**src/rtl/spi_rgb_pkg.sv**
```systemverilog
// rtl/spi_rgb_pkg.sv - shared opcodes, FSM encoding and reply length for the SPI RGB controller
package spi_rgb_pkg;

    localparam logic [7:0] OP_WRITE_RGB  = 8'h01;
    localparam logic [7:0] OP_WRITE_CTRL = 8'h02;
    localparam logic [7:0] OP_READ       = 8'h80;

    localparam logic [2:0] REPLY_BYTES   = 3'd4;

    typedef enum logic [1:0] {
        ST_IDLE   = 2'd0,
        ST_CMD    = 2'd1,
        ST_DATA   = 2'd2,
        ST_IGNORE = 2'd3
    } state_t;

    function automatic logic is_known_op(input logic [7:0] op);
        return (op == OP_WRITE_RGB) || (op == OP_WRITE_CTRL) || (op == OP_READ);
    endfunction

endpackage

```
**src/rtl/spi_rgb_ctrl_pwm.sv**
```systemverilog
// rtl/spi_rgb_ctrl_pwm.sv - free-running 8-bit PWM for the three LED drives (module spi_rgb_pwm)
module spi_rgb_pwm (
    input  logic       clk,
    input  logic       rst_n,
    input  logic       test_mode,
    input  logic [7:0] duty_r,
    input  logic [7:0] duty_g,
    input  logic [7:0] duty_b,
    output logic       led_r,
    output logic       led_g,
    output logic       led_b
);

    logic [7:0] cnt;

    // Strict less-than: 0x00 never lights, 0xFF lights 255 of 256 cycles.
    always_ff @(posedge clk or negedge rst_n) begin
        if (!rst_n) begin
            cnt   <= 8'h00;
            led_r <= 1'b0;
            led_g <= 1'b0;
            led_b <= 1'b0;
        end else begin
            cnt <= cnt + 8'h01;
            if (test_mode) begin
                led_r <= cnt[7];
                led_g <= cnt[7];
                led_b <= cnt[7];
            end else begin
                led_r <= (cnt < duty_r);
                led_g <= (cnt < duty_g);
                led_b <= (cnt < duty_b);
            end
        end
    end

endmodule

```
**src/rtl/spi_rgb_ctrl.sv**
```systemverilog
// rtl/spi_rgb_ctrl.sv - oversampled SPI slave decoding RGB duty / test-mode commands; SPI_RGB_PWM_EN selects PWM LED drive
module spi_rgb_ctrl
    import spi_rgb_pkg::*;
(
    input  logic       clk,
    input  logic       rst_n,
    input  logic       spi_mosi,
    input  logic       spi_clk,
    input  logic       spi_cs_n,
    output logic       spi_miso,
    output logic       test_mode,
    output logic [7:0] duty_r,
    output logic [7:0] duty_g,
    output logic [7:0] duty_b,
    output logic       led_r,
    output logic       led_g,
    output logic       led_b
);

    logic clk_s1, clk_s2, clk_d;
    logic cs_s1, cs_s2, cs_d;
    logic mosi_s1, mosi_s2;
    logic rise_p, fall_p, cs_fall_p, cs_rise_p;

    state_t     state;
    logic [2:0] bit_cnt;
    logic [2:0] byte_idx;
    logic [6:0] shift_q;
    logic [7:0] opcode;
    logic [7:0] shadow_r, shadow_g;
    logic [7:0] snap_r, snap_g, snap_b;
    logic       snap_tm;
    logic [7:0] tx_sr;
    logic [7:0] reply;
    logic [7:0] byte_in;

    assign byte_in = {shift_q, mosi_s2};

    // Chip-select chain resets low so a CS held low across reset is not seen as a new frame.
    always_ff @(posedge clk or negedge rst_n) begin
        if (!rst_n) begin
            clk_s1    <= 1'b0;
            clk_s2    <= 1'b0;
            clk_d     <= 1'b0;
            cs_s1     <= 1'b0;
            cs_s2     <= 1'b0;
            cs_d      <= 1'b0;
            mosi_s1   <= 1'b0;
            mosi_s2   <= 1'b0;
            rise_p    <= 1'b0;
            fall_p    <= 1'b0;
            cs_fall_p <= 1'b0;
            cs_rise_p <= 1'b0;
        end else begin
            clk_s1    <= spi_clk;
            clk_s2    <= clk_s1;
            clk_d     <= clk_s2;
            cs_s1     <= spi_cs_n;
            cs_s2     <= cs_s1;
            cs_d      <= cs_s2;
            mosi_s1   <= spi_mosi;
            mosi_s2   <= mosi_s1;
            rise_p    <= clk_s2 & ~clk_d;
            fall_p    <= ~clk_s2 & clk_d;
            cs_fall_p <= ~cs_s2 & cs_d;
            cs_rise_p <= cs_s2 & ~cs_d;
        end
    end

    always_ff @(posedge clk or negedge rst_n) begin
        if (!rst_n) begin
            state     <= ST_IDLE;
            bit_cnt   <= 3'd0;
            byte_idx  <= 3'd0;
            shift_q   <= 7'd0;
            opcode    <= 8'h00;
            shadow_r  <= 8'h00;
            shadow_g  <= 8'h00;
            snap_r    <= 8'h00;
            snap_g    <= 8'h00;
            snap_b    <= 8'h00;
            snap_tm   <= 1'b0;
            duty_r    <= 8'h00;
            duty_g    <= 8'h00;
            duty_b    <= 8'h00;
            test_mode <= 1'b1;
        end else if (cs_rise_p) begin
            state    <= ST_IDLE;
            bit_cnt  <= 3'd0;
            byte_idx <= 3'd0;
            shift_q  <= 7'd0;
            shadow_r <= 8'h00;
            shadow_g <= 8'h00;
        end else if (cs_fall_p) begin
            state    <= ST_CMD;
            bit_cnt  <= 3'd0;
            byte_idx <= 3'd0;
            shift_q  <= 7'd0;
            shadow_r <= 8'h00;
            shadow_g <= 8'h00;
        end else if (rise_p && state != ST_IDLE) begin
            shift_q <= byte_in[6:0];
            bit_cnt <= bit_cnt + 3'd1;
            if (bit_cnt == 3'd7) begin
                case (state)
                    ST_CMD: begin
                        if (is_known_op(byte_in)) begin
                            opcode   <= byte_in;
                            state    <= ST_DATA;
                            byte_idx <= 3'd1;
                            snap_r   <= duty_r;
                            snap_g   <= duty_g;
                            snap_b   <= duty_b;
                            snap_tm  <= test_mode;
                        end else begin
                            state <= ST_IGNORE;
                        end
                    end
                    ST_DATA: begin
                        byte_idx <= byte_idx + 3'd1;
                        if (opcode == OP_WRITE_RGB) begin
                            if (byte_idx == 3'd1) begin
                                shadow_r <= byte_in;
                            end else if (byte_idx == 3'd2) begin
                                shadow_g <= byte_in;
                            end else begin
                                duty_r <= shadow_r;
                                duty_g <= shadow_g;
                                duty_b <= byte_in;
                                state  <= ST_IGNORE;
                            end
                        end else if (opcode == OP_WRITE_CTRL) begin
                            test_mode <= byte_in[0];
                            state     <= ST_IGNORE;
                        end else if (byte_idx == REPLY_BYTES) begin
                            state <= ST_IGNORE;
                        end
                    end
                    default: ;
                endcase
            end
        end
    end

    always_comb begin
        reply = 8'h00;
        if (state == ST_DATA && opcode == OP_READ) begin
            case (byte_idx)
                3'd1:    reply = snap_r;
                3'd2:    reply = snap_g;
                3'd3:    reply = snap_b;
                3'd4:    reply = {7'b0, snap_tm};
                default: reply = 8'h00;
            endcase
        end
    end

    // A fall with bit_cnt back at 0 follows the last rise of a byte: load the next reply MSB.
    always_ff @(posedge clk or negedge rst_n) begin
        if (!rst_n) begin
            spi_miso <= 1'b0;
            tx_sr    <= 8'h00;
        end else if (cs_s2) begin
            spi_miso <= 1'b0;
            tx_sr    <= 8'h00;
        end else if (fall_p) begin
            if (bit_cnt == 3'd0) begin
                spi_miso <= reply[7];
                tx_sr    <= {reply[6:0], 1'b0};
            end else begin
                spi_miso <= tx_sr[7];
                tx_sr    <= {tx_sr[6:0], 1'b0};
            end
        end
    end

`ifdef SPI_RGB_PWM_EN
    spi_rgb_pwm u_pwm (
        .clk       (clk),
        .rst_n     (rst_n),
        .test_mode (test_mode),
        .duty_r    (duty_r),
        .duty_g    (duty_g),
        .duty_b    (duty_b),
        .led_r     (led_r),
        .led_g     (led_g),
        .led_b     (led_b)
    );
`else
    always_ff @(posedge clk or negedge rst_n) begin
        if (!rst_n) begin
            led_r <= 1'b0;
            led_g <= 1'b0;
            led_b <= 1'b0;
        end else begin
            led_r <= test_mode | duty_r[7];
            led_g <= test_mode | duty_g[7];
            led_b <= test_mode | duty_b[7];
        end
    end
`endif

endmodule

```
**config.mk**
```make
export PLATFORM = sky130hd
export DESIGN_NAME = spi_rgb_ctrl
export DESIGN_NICKNAME = d
export VERILOG_FILES = /design/src/rtl/spi_rgb_pkg.sv /design/src/rtl/spi_rgb_ctrl_pwm.sv /design/src/rtl/spi_rgb_ctrl.sv
export SDC_FILE = /design/constraint.sdc
export NUM_CORES = 1
export LEC_CHECK = 0
export ABC_AREA = 1
export BUFFER_PORTS_ARGS = -buffer_cell sky130_fd_sc_hd__clkbuf_2
export CAP_MARGIN = 20
export CORE_MARGIN = 3
export CORE_UTILIZATION = 40
export DETAILED_ROUTE_END_ITERATION = 10
export PLACE_DENSITY_LB_ADDON = 0.2
export SYNTH_ARGS = -nofsm -noshare
export SYNTH_HDL_FRONTEND = slang
export SYNTH_SLANG_ARGS = --single-unit
export TNS_END_PERCENT = 5
```
**constraint.sdc**
```tcl
create_clock -name clk -period 2 [get_ports clk]
set_input_delay 0.3 -clock clk [delete_from_list [all_inputs] [get_ports clk]]
set_output_delay 0.3 -clock clk [all_outputs]
set_load 0.005 [all_outputs]
```
==> flow_summary.toml <==
[outcome]
outcome = "finished clean"

[sta]
hold_viol = 0
fin_crit_sh_pct = 90.4
max-slew-margin-rel_pct = 55.6
slew_violations = 0
fmax_mhz = 553
setup_tns_ps = 0
rsz0062_at_grt = "no"
worst-slew-pin-transition_ps = 663
fin_crit_ps = 1810
setup_viol = 0
finalClockSkew_ps = 6.74

[power_and_ir_drop]
power-per-cell-area_nw_per_um2 = 817
total_power_mw = 4.73
switching_share_pct = 25.7
clock_power_share_pct = 38.9
peakVddDrop_uv = 425
netSwitchingPower_mw = 1.22
power.internal_mw = 3.51
p_comb_share_pct = 11.1
leakage_nw = 2.91
p_seq_share_pct = 50.0

[place]
globalplace.congestion = 0.809
dp.final_hpwl_mm = 8.21
port_buffers = 33
post_dp_cell_area_sq_um = 5470

[finish]
layout-drive-gt1-share_pct = 18.2
antenna_cells = 0
final_nets = 633
layout_commonest_cell = "nand2_1"
mostFrequentLayoutCells = "nand2_1, dfrtp_1, inv_1"
final_util_pct = 47.6
fin_area_sq_um = 5780
areaGrowthSynthToFinish_pct = 14.5

[floorplanning]
die_x_um = 118
core-area_sq_um = 12200
die_h_um = 118
die_area_sq_um = 14000
start_util_pct = 41.5
io_pins = 34
num_rows = 40

[worst_setup_path]
worstPathRequired_ps = 2240
critPathLaunchType = "flop"
regToRegStartpoint = "byte_idx[0]$_DFFE_PN0P_"
worstPathArrival_ps = 2050
critPathKind = "flop to flop"
path_max_fanout = 8
crit_path_end_kind = "flop"
crit_start = "byte_idx[0]$_DFFE_PN0P_"

[detailed_routing]
dr.pass1.iters = 5
viasPerCell = 4.75
drc_errors = 0
drt-total-wl_mm = 11.2
drtAntennaViolNets = 0
drt_iter0_markers = 302
wl_per_cell_um = 14.1
vias = 3752

[global_routing]
grt_pass1_wl_mm = 18.8
grt_usage_pct = 17.0
grt_start_max_net_pins = 62
grt_pass1_vias = 3533
grt.overflow.total = 0
antenna_found_initial = 0

[yosys]
synthCells = 573
avgSynthCellArea_sq_um = 8.82
synth_seq_cells = 112
post_synth_num_cell_types = 27
yosysSeqAreaShare_pct = 55.5
syn_area_sq_um = 5050
yosys_warnings = 0
synth.net_count = 589

[clocking]
root_buffer = "clkbuf_16"
cts_setup_buffers = 0
numCtsBuffers = 9
clkTransAtPathRegs_ps = 70
ctsHtreeMaxLevel = 3
cts_max_path_buffers = 2
clk_latency_ps = 350
numClockSinks = 112
cts_tree = "yes"

[hold_path]
hold_start = "spi_cs_n"
hold_path_class = "primary input to flop"

[flow_run]
maxCapViolCount = 0
[metrics by stage]
step / worst slack (ps) / instances / hold WS [ps]
6_report: 191 / 790 / 52.9
5_1_grt: 20.3 / 790 / 45.5
4_1_cts: 253 / 790 / 41.1
3_5_place_dp: 273 / 773 / 324
3_3_place_gp: 311 / 773 / 321
2_1_floorplan: 357 / 573 / 4.41
[state kept, by name, indices dropped and copies added (netlist names), 2 cells and up]
register	cells
snap_b	8
shadow_g	8
snap_g	8
opcode	8
shift_q	7
bit_cnt	3
byte_idx	3
duty_b	8
duty_g	8
state	2
shadow_r	8
tx_sr	7
duty_r	8
snap_r	8
[kinds of logic after synthesis]
logic type,synth area share [%]
AND/OR/NAND/NOR,24.7
flip-flops,55.5
buffers and inverters,7.95
AO/OA/AOI/OAI,8.89
adder cells (fa/ha/maj),2.72
XOR/XNOR,0.173
[critical path: stages (launching register included)]
cell      delay, ps
dfrtp_1         400
inv_1            90
ha_1            240
o21ai_0         330
nand3b_1        350
nand3_1         200
nand2_1          70
[path summary, 6_finish.rpt]
path / to / slack (ps) / depth (start not counted)
worst min-delay path: cs_s1$_DFF_PN0_ / 50 / 1
worst max-delay path: tx_sr[5]$_DFFE_PN0P_ / 190 / 6
worst max register to register: tx_sr[5]$_DFFE_PN0P_ / 190 / 6
min in group asynchronous: opcode[4]$_DFFE_PN0P_ / 480 / 2
max in group asynchronous: test_mode$_DFFE_PN1P_ / 830 / 3
worst min register to register: clk_s2$_DFF_PN0_ / 350 / 0
[cell type report]
cell class / instances / area (sq um)
fill: 1161 / 6380
sequential: 112 / 2800
multi-input combinational: 365 / 1850
timing repair buffer: 49 / 315
inverter: 80 / 300
clock buffer: 12 / 256
tap: 168 / 210
clock inverter: 4 / 51.3
[what timing repair did]
action | CTS | global route
hold buffers | 1 | 0
hold endpoints to repair | 35 | 0
gates resized for setup | 0 | 0
[Yosys cell counts, drive strengths merged]
cell	number	area share, %
dfrtp	111	55
nand3	50	5.0
nor3	3	0.84
buf	12	1.7
o21bai	1	0.15
nand4	3	0.37
nand3b	3	0.45
nor2	44	3.5
xor2	1	0.17
o21ai	64	7.5
nand2	178	15
clkbuf	4	0.30
ha	11	2.7
inv	80	5.9
dfstp	1	0.52
a32oi	7	1.2
[layer usage]
layer | vias to the layer above | share of wire (%) | track usage [%]
met3 | 15 | 3.0 | 2.44
met5 | - | 0 | 0
met1 | 1782 | 49 | 24.6
met2 | 60 | 46 | 25.5
met4 | 0 | 2.1 | 7.31
li1 | 1895 | - | -
[power groups by stage]
| stage | registers (mW) | clock network, mW | logic [mW] |
|---|---|---|---|
| after global placement | 2.40 | 0 | 0.519 |
| after detailed placement | 2.41 | 0 | 0.528 |
| after CTS | 2.36 | 1.90 | 0.532 |
| final | 2.36 | 1.84 | 0.525 |
| after floorplan | 2.40 | 0 | 0.338 |
| after global routing | 2.37 | 1.99 | 0.596 |
Power figures use the tool's default switching activity.
